[config.mk]
export PLATFORM = sky130hd
export DESIGN_NAME = rf_write_arbiter
export DESIGN_NICKNAME = d
export VERILOG_FILES = /design/src/rtl/rf_write_arbiter.sv
export SDC_FILE = /design/constraint.sdc
export NUM_CORES = 1
export LEC_CHECK = 0
export CAP_MARGIN = 40
export CORE_ASPECT_RATIO = 1.5
export CORE_UTILIZATION = 45
export DETAILED_ROUTE_END_ITERATION = 8
export PLACE_DENSITY_LB_ADDON = 0.25
export SYNTH_ARGS = -nofsm -noshare
export SYNTH_HDL_FRONTEND = slang
export SYNTH_SLANG_ARGS = --single-unit
[constraint.sdc]
create_clock -name clk -period 4.9 [get_ports clk]
set_clock_uncertainty 0.15 [all_clocks]
set_input_delay 0.98 -clock clk [delete_from_list [all_inputs] [get_ports clk]]
set_output_delay 0.98 -clock clk [all_outputs]
set_load 0.01 [all_outputs]
[src/rtl/rf_write_arbiter.sv]
// Purpose: shares the RegFile write port between the CPU writeback (0) and host/debug (1), with a host lock that stalls the CPU.
// Latency: a request sampled at edge N yields gnt and rf_we during cycle N+1; the RegFile commits at edge N+1.
// Backpressure: req is held until gnt. A granted requester is masked for one cycle, so each side gets at most 1 write per 2 cycles.
module rf_write_arbiter #(
  parameter int DATA_W = 8,
  parameter int ADDR_W = 2,
  parameter int CNT_W  = 8
) (
  input  logic              clk,
  input  logic              reset,
  input  logic              req0,
  input  logic [ADDR_W-1:0] wa0,
  input  logic [DATA_W-1:0] wd0,
  output logic              gnt0,
  input  logic              req1,
  input  logic [ADDR_W-1:0] wa1,
  input  logic [DATA_W-1:0] wd1,
  input  logic              lock1,
  output logic              gnt1,
  output logic              cpu_stall,
  output logic              rf_we,
  output logic [ADDR_W-1:0] rf_wa,
  output logic [DATA_W-1:0] rf_wd,
  output logic [CNT_W-1:0]  wr_cnt0,
  output logic [CNT_W-1:0]  wr_cnt1
);

  typedef enum logic {
    ST_ARB  = 1'b0,
    ST_LOCK = 1'b1
  } state_t;

  localparam logic [CNT_W-1:0] CNT_ONE = {{(CNT_W-1){1'b0}}, 1'b1};
  localparam logic [CNT_W-1:0] CNT_MAX = {CNT_W{1'b1}};

  state_t            state_q;
  state_t            state_d;
  logic              last_q;
  logic              last_d;
  logic              last_eff;
  logic              elig0;
  logic              elig1;
  logic              win_vld;
  logic              win_sel;
  logic [ADDR_W-1:0] win_wa;
  logic [DATA_W-1:0] win_wd;

  // Next state, eligibility and round-robin selection from the inputs sampled this edge.
  always_comb begin
    state_d  = ST_ARB;
    last_eff = last_q;
    elig0    = 1'b0;
    elig1    = 1'b0;
    win_vld  = 1'b0;
    win_sel  = 1'b0;
    last_d   = last_q;
    win_wa   = wa0;
    win_wd   = wd0;

    if (lock1) begin
      state_d = ST_LOCK;
    end

    // Leaving LOCK hands priority back to the CPU, so a tie on the exit edge goes to 0.
    if (state_q == ST_LOCK) begin
      last_eff = 1'b1;
    end

    // The current-grant mask stops a requester that holds req through its grant from being written twice.
    elig0 = req0 & ~gnt0 & ~lock1;
    elig1 = req1 & ~gnt1;

    win_vld = elig0 | elig1;
    if (elig0 && elig1) begin
      win_sel = ~last_eff;
    end else begin
      win_sel = elig1;
    end

    if (win_vld) begin
      last_d = win_sel;
    end else begin
      last_d = last_eff;
    end

    if (win_sel) begin
      win_wa = wa1;
      win_wd = wd1;
    end
  end

  // State and round-robin pointer registers. After reset the pointer favours requester 0.
  always_ff @(posedge clk) begin
    if (reset) begin
      state_q <= ST_ARB;
      last_q  <= 1'b1;
    end else begin
      state_q <= state_d;
      last_q  <= last_d;
    end
  end

  assign cpu_stall = (state_q == ST_LOCK);

  // Registered grant pulses and RegFile write port. Address and data hold when nothing is granted.
  always_ff @(posedge clk) begin
    if (reset) begin
      gnt0  <= 1'b0;
      gnt1  <= 1'b0;
      rf_we <= 1'b0;
      rf_wa <= '0;
      rf_wd <= '0;
    end else begin
      gnt0  <= win_vld & ~win_sel;
      gnt1  <= win_vld & win_sel;
      rf_we <= win_vld;
      if (win_vld) begin
        rf_wa <= win_wa;
        rf_wd <= win_wd;
      end
    end
  end

  // Saturating per-requester write counters, stepped on each edge that raises a grant.
  always_ff @(posedge clk) begin
    if (reset) begin
      wr_cnt0 <= '0;
      wr_cnt1 <= '0;
    end else begin
      if (win_vld && !win_sel && (wr_cnt0 != CNT_MAX)) begin
        wr_cnt0 <= wr_cnt0 + CNT_ONE;
      end
      if (win_vld && win_sel && (wr_cnt1 != CNT_MAX)) begin
        wr_cnt1 <= wr_cnt1 + CNT_ONE;
      end
    end
  end

endmodule

### Yosys cells after proc, flatten, opt, wreduce, memory -nomap -nowiden

Cells that the tools add are included.

* register bits after elaboration: 31
* bits of input ports: 25
* output and inout bits: 30
* word-level logic and storage cells: 36

* $add $sub $neg: 2
* eq/ne operators: 2
* mux-type cells: 6
* bitwise logic cells: 11
* reductions and logical operators: 6

Operators by type and width (count)
* $add 8x1->8 const B: 2
* $ne 8x8->1 const B: 2
* $mux 8: 1
* $and 1x1->1: 5
* $logic_and 1x1->1: 5
* $not 1->1: 5
* $mux 1: 4
* $mux 2: 1
* $logic_not 1->1: 1
* $or 1x1->1: 1

### Longest topological paths before layout

Gate-level depths: netlist of run 1.

* depth after elaboration: 8
* depth in mapped cells: 5
* gate-level depth less buffers: 5

### Worst setup path after synthesis of run 1

Ideal clock, no wire load.

* kind: input-to-reg
* start point: in req1
* end point: reg rf_wa[0]
* setup time: 123 ps
* arrival: 2000 ps
* required time: 4627 ps
* setup slack: 2628 ps
* stages on the path: 4
* buffers on the path: 0
* cell sequence: or4b_4 > nand2_1 > nor2_2 > a221o_2

* cells in the longest elaborated chain, start to end: 4
* elaborated cells on any way between the ends: 5
* those cells by class: mux: 2; bitwise: 2; reduce/logical: 1

Ends and longest elaborated chain
* from (decl): RTL line 15 `input logic req1,`
* $and 1x1->1 *: RTL line 71 `elig1 = req1 & ~gnt1;`
* $logic_and 1x1->1: RTL line 74 `if (elig0 && elig1) begin`
* $mux 1: RTL line 74
* $mux 2: RTL line 86 `if (win_sel) begin`
* to (signal assigned): RTL line 118 `rf_wa <= win_wa;`
* to (decl): RTL line 22 `output logic [ADDR_W-1:0] rf_wa,`

Every way passes the cells marked *; elsewhere a longest branch is shown, timed or not.
A chain may end at the register's enable or synchronous reset.

### Worst setup path after layout of run 1

* start point: in req0
* end point: reg rf_wd[0]

* cells in the longest elaborated chain, start to end: 5
* elaborated cells on any way between the ends: 6
* those cells by class: mux: 2; bitwise: 3; reduce/logical: 1

Ends and longest elaborated chain
* from (decl): RTL line 11 `input logic req0,`
* $and 1x1->1 * (2 in a row): RTL line 70 `elig0 = req0 & ~gnt0 & ~lock1;`
* $logic_and 1x1->1: RTL line 74
* $mux 1: RTL line 74
* $mux 8: RTL line 86
* to (signal assigned): RTL line 119 `rf_wd <= win_wd;`
* to (decl): RTL line 23 `output logic [DATA_W-1:0] rf_wd,`

Marked as above.

==> results.sh, run 1 <==
export IMPL_vias_in_the_first_global_route=1339
export IMPL_fin_hold_ws_ns=0.370
export IMPL_adder_cell_fraction_of_synth_area=0.0180
export IMPL_ys_warn_count=0
export IMPL_finalWirelength_um=3530
export IMPL_clockRootBuffer="sky130_fd_sc_hd__clkbuf_8"
export IMPL_ratio_of_cells_with_drive_above_1_in_the_final_layout=0.137
export IMPL_postRouteAntennaNets=0
export IMPL_place_hpwl_um=2640
export IMPL_areaGrowthSynthToFinish_pct=47.8
export IMPL_route_detailed_vias_per_inst=5.72
export IMPL_cts_buffers_inserted=5
export IMPL_asyncSetResetFlopFracSynth=0
export IMPL_crit_type="input pin to register"
export IMPL_ys_dominant_reg_cell="sky130_fd_sc_hd__dfxtp_1"
export IMPL_aggregate_global_routing_overflow=0
export IMPL_finalMaxSlewViolations=0
export IMPL_synthXorXnorAreaFrac=0.0189
export IMPL_power_static_leakage_nw=0.765
export IMPL_finalNetCount=223
export IMPL_synth_area_leaders="sky130_fd_sc_hd__dfxtp_1, sky130_fd_sc_hd__a221o_2, sky130_fd_sc_hd__and2_1, sky130_fd_sc_hd__a21oi_1, sky130_fd_sc_hd__nor2_1"
export IMPL_power_density_cell_area_nw_per_um2=282
export IMPL_yosysSeqAreaShare=0.446
export IMPL_netlist_instances=139
export IMPL_grt_first_pass_wirelength_um=5660
export IMPL_critical_path_arrival_ns=3.03
export IMPL_postCtsSetupRepairBufs=0
export IMPL_worst_slew_margin_rel=0.420
export IMPL_antenna_cells_inserted=0
export IMPL_cts_tree="yes"
export IMPL_clock_sinks=31
export IMPL_post_synth_num_cell_types=41
export IMPL_final_hold_viol_count=0
export IMPL_worstSetupEndpointType="register"
export IMPL_yosys_area_top_type_share=0.446
export IMPL_combinational_family_with_the_most_area_after_synthesis="simple AND/OR/NAND/NOR gates"
export IMPL_gpl_final_weighted_congestion=0.763
export IMPL_port_buffers=54
export IMPL_netlist_top_cell_by_area="sky130_fd_sc_hd__dfxtp_1"
export IMPL_outcome="finished, final reports clean"
export IMPL_post_cts_resize_count=0
export IMPL_clkLatencyLatePin_ns=0.28
export IMPL_initial_core_util=0.478
export IMPL_drt_pass1_iter_count=4
export IMPL_ctsHtreeMaxLevel=2
export IMPL_synth_cell_area_um2=1390
export IMPL_synth_area_in_compound_gates=0.218
export IMPL_timing_final_crit_share=0.616
export IMPL_hp_class="register to register"
export IMPL_drt_wirelength_per_cell_um=15.0
export IMPL_grt_max_degree=22
export IMPL_boundaryPins=55
export IMPL_post_synthesis_register_bit_count=31
export IMPL_setup_repair_after_global_routing_missed_its_margin="false"
export IMPL_final_setup_tns_ns=0
export IMPL_postSynthAreaPerCell_um2=10.0
export IMPL_max_freq_ghz=0.331
export IMPL_fp_dieH_um=70.1
export IMPL_area_of_the_core_region_um2=2910
export IMPL_setup_worst_path_start_class="input pin"
export IMPL_yosys_area_share_simple=0.252
export IMPL_worst_slew_pin_slew_ns=0.867
export IMPL_design_die_area_um2=3330
export IMPL_worst_endpoint_required_ns=4.91
export IMPL_route_detailed_drc=0
export IMPL_cts_buffer_depth=2
export IMPL_finished_layout_cell_area_um2=2060
export IMPL_clkTransAtPathRegs_ns=0.06
export IMPL_detailroute_via_count=1350
export IMPL_syn_nets=166
export IMPL_floorplan_rows=24
export IMPL_layout_min_cycle_time_ns=3.02
export IMPL_floorplan_die_width_um=47.4
export IMPL_grtUsageTotal=0.235
export IMPL_synth_edf_count=0
export IMPL_muxShareOfSynthArea=0.0225
export IMPL_first_iter_violations=29
export IMPL_grt_antenna_before_repair=0
export IMPL_standard_cell_area_after_detailed_placement_um2=1960
export IMPL_cts_hold_buf=0
export IMPL_setup_violations_final=0
export IMPL_worst_ir_drop_vdd_mv=0.225
export IMPL_worst_path_max_fanout=17
export IMPL_max_cap_viol_count=0
==> critical path: stages <==
cell and delay (ns):
sky130_fd_sc_hd__clkdlybuf4s50_1 0.49, sky130_fd_sc_hd__inv_1 0.08, sky130_fd_sc_hd__o41ai_4 0.81, sky130_fd_sc_hd__nor2_2 0.22, sky130_fd_sc_hd__a221o_2 0.45
==> final cells by class <==
| class | instances | area [um^2] |
|---|---|---|
| fill | 239 | 855 |
| multi-input combinational | 101 | 737 |
| sequential | 31 | 621 |
| timing repair buffer | 54 | 541 |
| clock buffer | 8 | 100 |
| tap | 39 | 48.8 |
| inverter | 3 | 11.3 |
==> placed cells by master (no fill, tap or decap), drive strengths merged, types with 5 or more instances in the layout <==
| cell type | count |
|---|---|
| nor2 | 11 |
| nand3 | 6 |
| clkbuf | 8 |
| nand2 | 6 |
| and2 | 9 |
| a21oi | 8 |
| a221o | 8 |
| o21ai | 5 |
| dfxtp | 31 |
| or3 | 5 |
| clkdlybuf4s50 | 54 |
==> sequential cells by signal, indices dropped and copies added, names as in the netlist <==
name and cells:
gnt1 1, rf_wd 8, gnt0 1, rf_we 1
wr_cnt1 8, cpu_stall 1, wr_cnt0 8, last_q 1
rf_wa 2
==> power by group <==
group | internal (mW) | switching, mW | leakage [nW] | total (mW)
combinational | 0.0520 | 0.0352 | 0.460 | 0.0873
clock | 0.128 | 0.0908 | 0.0515 | 0.219
sequential | 0.264 | 0.00900 | 0.253 | 0.273
total | 0.444 | 0.135 | 0.765 | 0.579
==> layer usage <==
metal | track usage | share of wire | vias up | routed length, um
li1 | - | - | 638 | -
met1 | 0.248 | 0.39 | 628 | 1370
met2 | 0.381 | 0.51 | 63 | 1820
met3 | 0.0672 | 0.050 | 21 | 175
met4 | 0.149 | 0.048 | 0 | 169
met5 | 0 | 0 | - | 0
==> kinds of logic after synthesis <==
| logic type | after synthesis |
|---|---|
| simple gates | 58 |
| compound gates | 35 |
| buf+inv | 7 |
| mux | 3 |
| fa+ha+maj | 2 |
| xor+xnor | 3 |
| flops | 31 |
==> metrics by stage <==
step	instances	setup slack [ns]	total power, mW	util
floorplan	139	2.63	0.315	-
detailed placement	228	1.63	0.366	0.672
global route	236	1.84	0.599	0.707
CTS	236	1.92	0.584	0.707
finish	236	1.88	0.579	0.707
global placement	228	1.73	0.363	0.672
==> synthesized netlist by cell type, drive strengths merged (3+ instances only) <==
library cell / count
xor2: 3
inv: 3
o21ai: 5
or4: 3
nand2: 6
and2: 9
nor2: 11
buf: 3
nand3: 6
o31ai: 3
or3: 5
nor3: 3
a21oi: 8
a221o: 8
dfxtp: 31
==> final timing paths <==
check | startpoint | endpoint | slack (ns) | depth (start not counted)
setup / recovery | req0 | rf_wd[0] | 1.88 | 5
hold / removal | wr_cnt0[7] | wr_cnt0[7] | 0.37 | 2
setup reg to reg | gnt0 | rf_wd[0] | 2.74 | 3
hold reg to reg | wr_cnt0[7] | wr_cnt0[7] | 0.37 | 2
(Power assumes the default switching activity.)
==> inputs of run 2 (changes only) <==
- CORE_UTILIZATION: 45 -> 43
- clock period: 4.9 -> 2.8 ns (I/O delays scaled with it)
==> results.sh, run 2 (synthesized netlist as in run 1, its figures left out) <==
export IMPL_finalNetCount=225
export IMPL_area_of_the_core_region_um2=3000
export IMPL_setup_violations_final=0
export IMPL_place_hpwl_um=2470
export IMPL_utilization=0.690
export IMPL_worst_slew_pin_slew_ns=0.690
export IMPL_fp_dieH_um=71.7
export IMPL_most_common_layout_cells="sky130_fd_sc_hd__clkdlybuf4s50_1, sky130_fd_sc_hd__dfxtp_1, sky130_fd_sc_hd__nor2_1, sky130_fd_sc_hd__and2_1"
export IMPL_boundaryPins=55
export IMPL_power_density_cell_area_nw_per_um2=490
export IMPL_final_hold_viol_count=0
export IMPL_clock_sinks=31
export IMPL_final_common_cell="sky130_fd_sc_hd__clkdlybuf4s50_1"
export IMPL_power_static_leakage_nw=0.774
export IMPL_multi_input_area_um2=737
export IMPL_rr_startpoint="gnt1"
export IMPL_floorplan_die_width_um=48.5
export IMPL_worst_hold_path_num_cells=2
export IMPL_worst_path_max_fanout=8
export IMPL_drt_wirelength_per_cell_um=13.5
export IMPL_first_iter_violations=23
export IMPL_clkTransAtPathRegs_ns=0.06
export IMPL_postRouteAntennaNets=0
export IMPL_layout_min_cycle_time_ns=2.18
export IMPL_route_detailed_vias_per_inst=5.43
export IMPL_worst_hold_startpoint="wr_cnt0[6]"
export IMPL_placed_cells_incl_taps=230
export IMPL_initial_core_util=0.464
export IMPL_cts_buffer_depth=2
export IMPL_worstPathBufferInverterCount=1
export IMPL_timing_final_crit_share=0.778
export IMPL_outcome="finished, final reports clean"
export IMPL_grt_antenna_before_repair=0
export IMPL_ff2ff_path_depth=5
export IMPL_worst_ir_drop_vdd_mv=0.307
export IMPL_design_die_area_um2=3470
export IMPL_ratio_of_cells_with_drive_above_1_in_the_final_layout=0.146
export IMPL_floorplan_rows=24
export IMPL_ctsHtreeMaxLevel=2
export IMPL_finalWirelength_um=3210
export IMPL_final_setup_tns_ns=0
export IMPL_startpoint="lock1"
export IMPL_largest_registers="rf_wd: 8 flops, wr_cnt0: 8 flops, wr_cnt1: 8 flops"
export IMPL_clkLatencyLatePin_ns=0.28
export IMPL_cp_cell_sequence="clkdlybuf4s50_1 -> nor3b_4 -> nor3_1 -> and2_1 -> a221o_2"
export IMPL_seq_area_um2=621
export IMPL_hp_class="register to register"
export IMPL_antenna_cells_inserted=0
export IMPL_grt_first_pass_wirelength_um=5690
export IMPL_areaGrowthSynthToFinish_pct=48.9
export IMPL_drt_pass1_iter_count=4
export IMPL_critical_path_arrival_ns=2.19
export IMPL_max_cap_viol_count=0
export IMPL_rrSetupSlack_ns=0.98
export IMPL_cts_buffers_inserted=5
export IMPL_layout_cells_non_filler=238
export IMPL_setup_repair_after_global_routing_missed_its_margin="false"
export IMPL_worstSetupEndpointType="register"
export IMPL_hold_end="wr_cnt0[6]"
export IMPL_port_buffers=54
export IMPL_clockRootBuffer="sky130_fd_sc_hd__clkbuf_8"
export IMPL_cts_tree="yes"
export IMPL_cts_hold_buf=0
export IMPL_post_cts_resize_count=0
export IMPL_nFillCells=231
export IMPL_postCtsSetupRepairBufs=0
export IMPL_finalMaxSlewViolations=0
export IMPL_crit_path_max_incr_delay_ns=0.51
export IMPL_crit_family="simple AND/OR/NAND/NOR gates"
export IMPL_worst_slew_margin_rel=0.537
export IMPL_grt_max_degree=21
export IMPL_gpl_final_weighted_congestion=0.728
export IMPL_detailroute_via_count=1292
export IMPL_route_detailed_drc=0
export IMPL_aggregate_global_routing_overflow=0
export IMPL_worst_endpoint_required_ns=2.81
export IMPL_r2r_end="wr_cnt1[5]"
export IMPL_grtUsageTotal=0.211
export IMPL_highest_delay_cell_along_the_critical_path="sky130_fd_sc_hd__clkdlybuf4s50_1"
export IMPL_max_freq_ghz=0.459
export IMPL_crit_type="input pin to register"
export IMPL_vias_in_the_first_global_route=1310
export IMPL_setup_worst_path_start_class="input pin"
run 2: worst max-delay path by stage:
stage                       endpoint  slack (ns)  depth (start not counted)
after global routing      wr_cnt1[5]        0.50                          6
after floorplan             rf_wa[0]        0.95                          4
after detailed placement    rf_wa[0]        0.35                          5
final                       rf_wa[0]        0.62                          5
after CTS                   rf_wa[0]        0.64                          5
after global placement    wr_cnt1[5]        0.36                          6
run 2: per-layer routing:
metal / track usage / routed length [um] / vias to the layer above
met5: 0 / 0 / -
met4: 0.0882 / 64 / 0
met3: 0.0701 / 224 / 8
met2: 0.396 / 1630 / 56
met1: 0.211 / 1290 / 584
li1: - / - / 644
run 2: report_power, final:
| part | leakage [nW] | switching, mW | internal (mW) | total, mW |
|---|---|---|---|---|
| clock | 0.0515 | 0.159 | 0.224 | 0.383 |
| sequential | 0.253 | 0.0158 | 0.463 | 0.478 |
| combinational | 0.469 | 0.0618 | 0.0933 | 0.155 |
run 2: stage by stage:
step	setup WS [ns]	area [um^2]	hold WS (ns)	power, mW
2_1_floorplan	0.948	1390	0.364	0.552
3_3_place_gp	0.364	1970	0.338	0.638
3_5_place_dp	0.350	1970	0.351	0.643
4_1_cts	0.637	2070	0.361	1.03
5_1_grt	0.502	2070	0.397	1.06
6_report	0.622	2070	0.359	1.02
run 2: cell type report:
class | count | area share
flip-flops and latches | 31 | 0.299
clock buffers | 8 | 0.0483
well taps | 39 | 0.0235
repair buffers | 56 | 0.268
multi-input cells | 101 | 0.355
inverters | 3 | 0.00543
run 2: worst min-delay path, stage by stage (launching register included):
cell                      delay (ns)
sky130_fd_sc_hd__dfxtp_1        0.33
sky130_fd_sc_hd__o21ai_0        0.08
sky130_fd_sc_hd__a21oi_1        0.06
